### src/rtl/coin_acceptor_if.sv
// Coin acceptor handshake bundle: raw sensors and dispense feedback in, clean coin codes out.
interface coin_acceptor_if;
  logic       sense_one;
  logic       sense_two;
  logic       bottle;
  logic [1:0] coin;
  logic       coin_return;
  logic       busy;

  modport master (
    output sense_one, sense_two, bottle,
    input  coin, coin_return, busy
  );

  modport slave (
    input  sense_one, sense_two, bottle,
    output coin, coin_return, busy
  );
endinterface

### src/rtl/coin_acceptor.sv
// Coin sensor synchroniser/debouncer producing one registered coin code or reject pulse per coin.
// Optional feature macro: COIN_ACCEPTOR_TWO_DOLLAR_EN (two-dollar coins accepted instead of returned).
module coin_acceptor #(
  parameter int unsigned DEBOUNCE_CYCLES = 4,
  parameter int unsigned GAP_CYCLES      = 2
) (
  input logic            clk,
  input logic            rst,
  coin_acceptor_if.slave bus
);

  typedef enum logic [1:0] {IDLE, DEB, REL, GAP} state_t;

  localparam logic [3:0] DEB_LAST = 4'(DEBOUNCE_CYCLES - 1);
  localparam logic [3:0] GAP_LAST = 4'(GAP_CYCLES - 1);

  state_t     state_q, state_d;
  logic [1:0] s1_q, s1_d;
  logic [1:0] s2_q, s2_d;
  logic [3:0] cnt_q, cnt_d;
  logic [3:0] gap_q, gap_d;
  logic       typ_q, typ_d;
  logic [1:0] coin_q, coin_d;
  logic       ret_q, ret_d;
  logic       busy_q, busy_d;

  logic one, two, lat, oth;

  function automatic logic [3:0] sat_inc(input logic [3:0] v);
    return (v == 4'hF) ? v : v + 4'd1;
  endfunction

  always_comb begin
    s1_d    = {bus.sense_two, bus.sense_one};
    s2_d    = s1_q;
    state_d = state_q;
    cnt_d   = cnt_q;
    gap_d   = gap_q;
    typ_d   = typ_q;
    coin_d  = '0;
    ret_d   = 1'b0;
    one     = s2_q[0];
    two     = s2_q[1];
    lat     = typ_q ? two : one;
    oth     = typ_q ? one : two;

    case (state_q)
      IDLE: begin
        if (one && two) begin
          ret_d   = 1'b1;
          cnt_d   = '0;
          state_d = REL;
        end else if (one || two) begin
          typ_d   = two;
          cnt_d   = 4'd1;
          state_d = DEB;
        end
      end
      DEB: begin
        if (lat && !oth) begin
          if (cnt_q == DEB_LAST) begin
            // bottle only matters on this accept edge
            if (bus.bottle) begin
              ret_d = 1'b1;
            end else if (typ_q) begin
`ifdef COIN_ACCEPTOR_TWO_DOLLAR_EN
              coin_d = 2'd2;
`else
              ret_d = 1'b1;
`endif
            end else begin
              coin_d = 2'd1;
            end
            cnt_d   = '0;
            state_d = REL;
          end else begin
            cnt_d = sat_inc(cnt_q);
          end
        end else begin
          cnt_d   = '0;
          state_d = IDLE;
        end
      end
      REL: begin
        if (one || two) begin
          cnt_d = '0;
        end else if (cnt_q == DEB_LAST) begin
          cnt_d   = '0;
          gap_d   = '0;
          state_d = GAP;
        end else begin
          cnt_d = sat_inc(cnt_q);
        end
      end
      GAP: begin
        if (gap_q == GAP_LAST) begin
          state_d = IDLE;
        end else begin
          gap_d = sat_inc(gap_q);
        end
      end
      default: state_d = IDLE;
    endcase

    busy_d = (state_d != IDLE);
  end

  always_ff @(posedge clk) begin
    if (rst) begin
      state_q <= IDLE;
      s1_q    <= '0;
      s2_q    <= '0;
      cnt_q   <= '0;
      gap_q   <= '0;
      typ_q   <= 1'b0;
      coin_q  <= '0;
      ret_q   <= 1'b0;
      busy_q  <= 1'b0;
    end else begin
      state_q <= state_d;
      s1_q    <= s1_d;
      s2_q    <= s2_d;
      cnt_q   <= cnt_d;
      gap_q   <= gap_d;
      typ_q   <= typ_d;
      coin_q  <= coin_d;
      ret_q   <= ret_d;
      busy_q  <= busy_d;
    end
  end

  assign bus.coin        = coin_q;
  assign bus.coin_return = ret_q;
  assign bus.busy        = busy_q;

endmodule

### src/flat_wrapper.sv
// flat-port wrapper written by rule: the top's interface ports become plain ports
module coin_acceptor_flat 
#(
  parameter int unsigned DEBOUNCE_CYCLES = 4,
  parameter int unsigned GAP_CYCLES      = 2
)
  (clk, rst, bus_sense_one, bus_sense_two, bus_bottle, bus_coin, bus_coin_return, bus_busy);
  coin_acceptor_if bus_i ();
  input logic clk;
  input logic rst;
  input wire logic [$bits(bus_i.sense_one)-1:0] bus_sense_one;
  input wire logic [$bits(bus_i.sense_two)-1:0] bus_sense_two;
  input wire logic [$bits(bus_i.bottle)-1:0] bus_bottle;
  output wire logic [$bits(bus_i.coin)-1:0] bus_coin;
  output wire logic [$bits(bus_i.coin_return)-1:0] bus_coin_return;
  output wire logic [$bits(bus_i.busy)-1:0] bus_busy;
  assign bus_i.sense_one = bus_sense_one;
  assign bus_i.sense_two = bus_sense_two;
  assign bus_i.bottle = bus_bottle;
  assign bus_coin = bus_i.coin;
  assign bus_coin_return = bus_i.coin_return;
  assign bus_busy = bus_i.busy;
  coin_acceptor #(.DEBOUNCE_CYCLES(DEBOUNCE_CYCLES), .GAP_CYCLES(GAP_CYCLES)) u_core (.clk(clk), .rst(rst), .bus(bus_i));
endmodule
### config.mk
export PLATFORM = sky130hd
export DESIGN_NAME = coin_acceptor_flat
export DESIGN_NICKNAME = d
export VERILOG_FILES = /design/src/rtl/coin_acceptor_if.sv /design/src/rtl/coin_acceptor.sv /design/src/flat_wrapper.sv
export SDC_FILE = /design/constraint.sdc
export NUM_CORES = 1
export LEC_CHECK = 0
export CAP_MARGIN = 20
export CORE_UTILIZATION = 46
export DETAILED_ROUTE_END_ITERATION = 8
export MAX_ROUTING_LAYER = met4
export PLACE_DENSITY = 0.66
export SLEW_MARGIN = 10
export SYNTH_ARGS = -nofsm -noshare
export SYNTH_HDL_FRONTEND = slang
export SYNTH_SLANG_ARGS = --single-unit
### constraint.sdc
create_clock -name clk -period 3.6 [get_ports clk]
set_input_delay 0.72 -clock clk [delete_from_list [all_inputs] [get_ports clk]]
set_output_delay 0.72 -clock clk [all_outputs]
set_load 0.005 [all_outputs]
==> results.md <==
- Status: finished clean
- Critical Path AT: between 2 and 2.5 ns
- Clock Power Share: 16.9%
- Net Sw Frac: between 30 and 40%
- # resized after CTS: 0
- Nets: 133
- Yosys reg bits: 18
- Total track usage: between 10% and 20%
- Vias in the first global route: 730
- Diodes inserted: 0
- Synth cell count leaders: dfxtp_1, nor2_1, a21oi_1, ha_1, nand2_1
- Iter 0 DRT Violations: 7
- Power share of the combinational group: around two fifths
- Ports: 9
- Hold_sp: u_core.s1_q[0]
- CTS sink cnt: 18
- CTS Root Cell: clkbuf_4
- Slew headroom: 59.8%
- Antenna violations before repair: 0
- First-pass DRT Iterations: 4
- Global-route wire length before repair: about 3200 microns
- Worst IR Drop VDD: just under 400 uV
- Final Hold Viols: 0
- Setup_tns: 0 ns
- DP HPWL: around 1300 microns
- Setup crit start: u_core.state_q[0]
- WS Path Type: reg -> reg
- Worst hold path class: reg -> reg
- Synthesis warning total: 0
- LEAKAGE: about 0.41 nW
- Reg area: 360 sq um
- Vias per cell: 5.49
- Cell Int Power: 0.362 mW
- Routed len/inst: 12.3 microns
- Num CTS Buffers: 3
- Starting Density: ~51%
- Power density over the cells: 519 nW/um^2
- Final Critical Period: 1.86 ns
- Post-synthesis sequential area ratio: about a third
- R2r setup slk: 1.74 ns
- Syn Inst Count: 114
- H-Tree Depth: 1
- Fillers: slightly below 200
- Post-Syn Area: 1030 sq um
- WP data required: 3.77 ns
- Worst-path clk slew: ~0.10 ns
- Count leader, synth: dfxtp_1
- Avg Cell Area, Syn: 9.00 sq um
- Cell Count Post-Placement: between 100 and 150
- RSZ-0062 raised after global routing: no
- Largest net degree at the start of global routing: 18
- Synth area leader: dfxtp_1
- Worst Reg-to-Reg Cells: 6
- Crit path to: u_core.cnt_q[1]
- Final Wtd Congestion: 0.800
- Die W: slightly below 50 microns
- Syn Nets: 126
- Sequential share of power: between 40% and 50%
- Share of cells above drive strength 1: between 9 and 10%
- Worst r2r dst: u_core.cnt_q[1]
- Global-route met1 utilization: between 20% and 30%
- Async S/R FF share, synth: 0%
- Worst-path maximum fanout: 9
- Max Buffers Root-to-Sink: 2
- Dominant cells by area after synthesis: dfxtp_1, ha_1, nor2_1
- Cts hold-fix bufs: 0
- Finished Layout Cells: 146
- IO buf count: 7
- Final period utilization: 51.8%
- Multi-input logic area: just over 600 sq um
- Area grow syn2layout: 7.80%
- Number of synthesized flops with an enable pin: 0
- M3 GR Usage: 5.61%
- TritonCTS clock tree: yes
- Final Max Slew Viols: 0
- Layer with the highest usage: met2
- Antenna Nets Post-Route: 0
- Clk_lat worst skew: just under 0.3 ns
- Die area: ~2400 sq um
- Max-cap check violation count: 0
- Endpoint class of the critical path: flop
- Actual slew at the worst max-slew pin: 0.601 ns
- Die Ht: 49.2 microns
- Std-Cell Core Area: 2020 sq um
- M2 GR Usage: 26.7%
- CP Launch Type: flop
- Post-route DRC: 0
- Max Clk Rate: 536 MHz
- Rows: 16
- Unique cell type count in the Yosys netlist: 38
- Main synth FF type: dfxtp_1
- Final Setup Violations: 0
- NetSw: 0.211 mW
- Via count: 801
- Final wirelength: 1800 microns
- Total gr overflow: 0
- Synth top area share: 35.1%
- Reg-to-Reg Start: u_core.state_q[0]
- Worst Skew: 0.0114 ns
- Postcts setup bufs: 0
==> power groups by stage <==
stage	Clock (mW)	Combinational (mW)	Sequential [mW]
after CTS	0.103	0.236	0.241
after global placement	0	0.230	0.245
after detailed placement	0	0.234	0.246
final	0.0969	0.235	0.241
after global routing	0.111	0.264	0.245
after floorplan	0	0.205	0.239
==> worst max-delay path: stages (launching register included) <==
cell,delay [ns]
dfxtp_1,0.41
inv_1,0.10
ha_1,0.31
a21oi_1,0.44
o21ai_0,0.23
a32oi_1,0.20
nor2_1,0.05
==> layer usage <==
metal	up-vias	share of wire [%]
met5	-	0
met4	0	0.83
met3	2	2.6
met2	7	46
met1	377	50
li1	415	-
==> sequential cells by signal, indices dropped and copies added (netlist names) <==
name                    cells
u_core.cnt_q                4
u_core.gap_q                4
u_core.s1_q                 2
u_core.s2_q                 2
u_core.state_q              2
u_core.bus.busy             1
u_core.bus.coin             1
u_core.bus.coin_return      1
u_core.typ_q                1
==> cell usage in the layout, fill, tap and decap left out, types with 2 or more instances in the layout <==
| cell | instances |
|---|---|
| clkbuf_4 | 3 |
| o21ai_0 | 6 |
| xor2_1 | 3 |
| nand2b_1 | 2 |
| nor3_1 | 2 |
| ha_1 | 7 |
| inv_1 | 4 |
| nor3b_4 | 2 |
| dfxtp_1 | 18 |
| nand3_1 | 4 |
| nand2_1 | 7 |
| o211ai_1 | 2 |
| nor2_1 | 15 |
| a32oi_1 | 2 |
| a21oi_1 | 7 |
| clkdlybuf4s50_1 | 7 |
| nor3b_1 | 2 |
| and3_1 | 3 |
| nor2b_1 | 5 |
==> logic make-up (layout without fill, tap and decap cells) <==
group,count (synthesis),after routing,share of synthesized area (%)
xor+xnor,3,3,2.56
other cells,1,1,0.366
buf+inv,9,14,5.97
simple gates,48,48,27.3
fa+ha+maj,7,7,8.54
mux,1,1,0.976
flops,18,18,35.1
compound gates,27,27,19.1
==> worst min-delay path by stage <==
stage                          end  slack [ns]  cells after the start
floorplan           u_core.s2_q[0]        0.41                      1
global placement    u_core.s2_q[1]        0.43                      1
detailed placement  u_core.s2_q[1]        0.43                      1
CTS                 u_core.s2_q[1]        0.46                      1
global route        u_core.s2_q[0]        0.48                      1
finish              u_core.s2_q[0]        0.46                      1
==> metrics by stage <==
step,cell area (sq um),hold slack [ns],util (%),setup WS (ns),power [mW]
floorplan,1030,0.414,-,2.03,0.444
global placement,1080,0.430,53.6,1.62,0.475
detailed placement,1080,0.432,53.6,1.56,0.479
CTS,1110,0.460,54.7,1.73,0.580
global route,1110,0.477,54.7,1.57,0.621
finish,1110,0.456,54.7,1.74,0.574
==> cell type report <==
cell class / count / area share (%)
clock buffer: 3 / 2.04
inverter: 4 / 1.36
sequential: 18 / 32.6
timing repair buffer: 7 / 6.33
tap: 27 / 3.05
multi-input combinational: 87 / 54.6
Note: power is estimated with default switching activity, not from simulation.
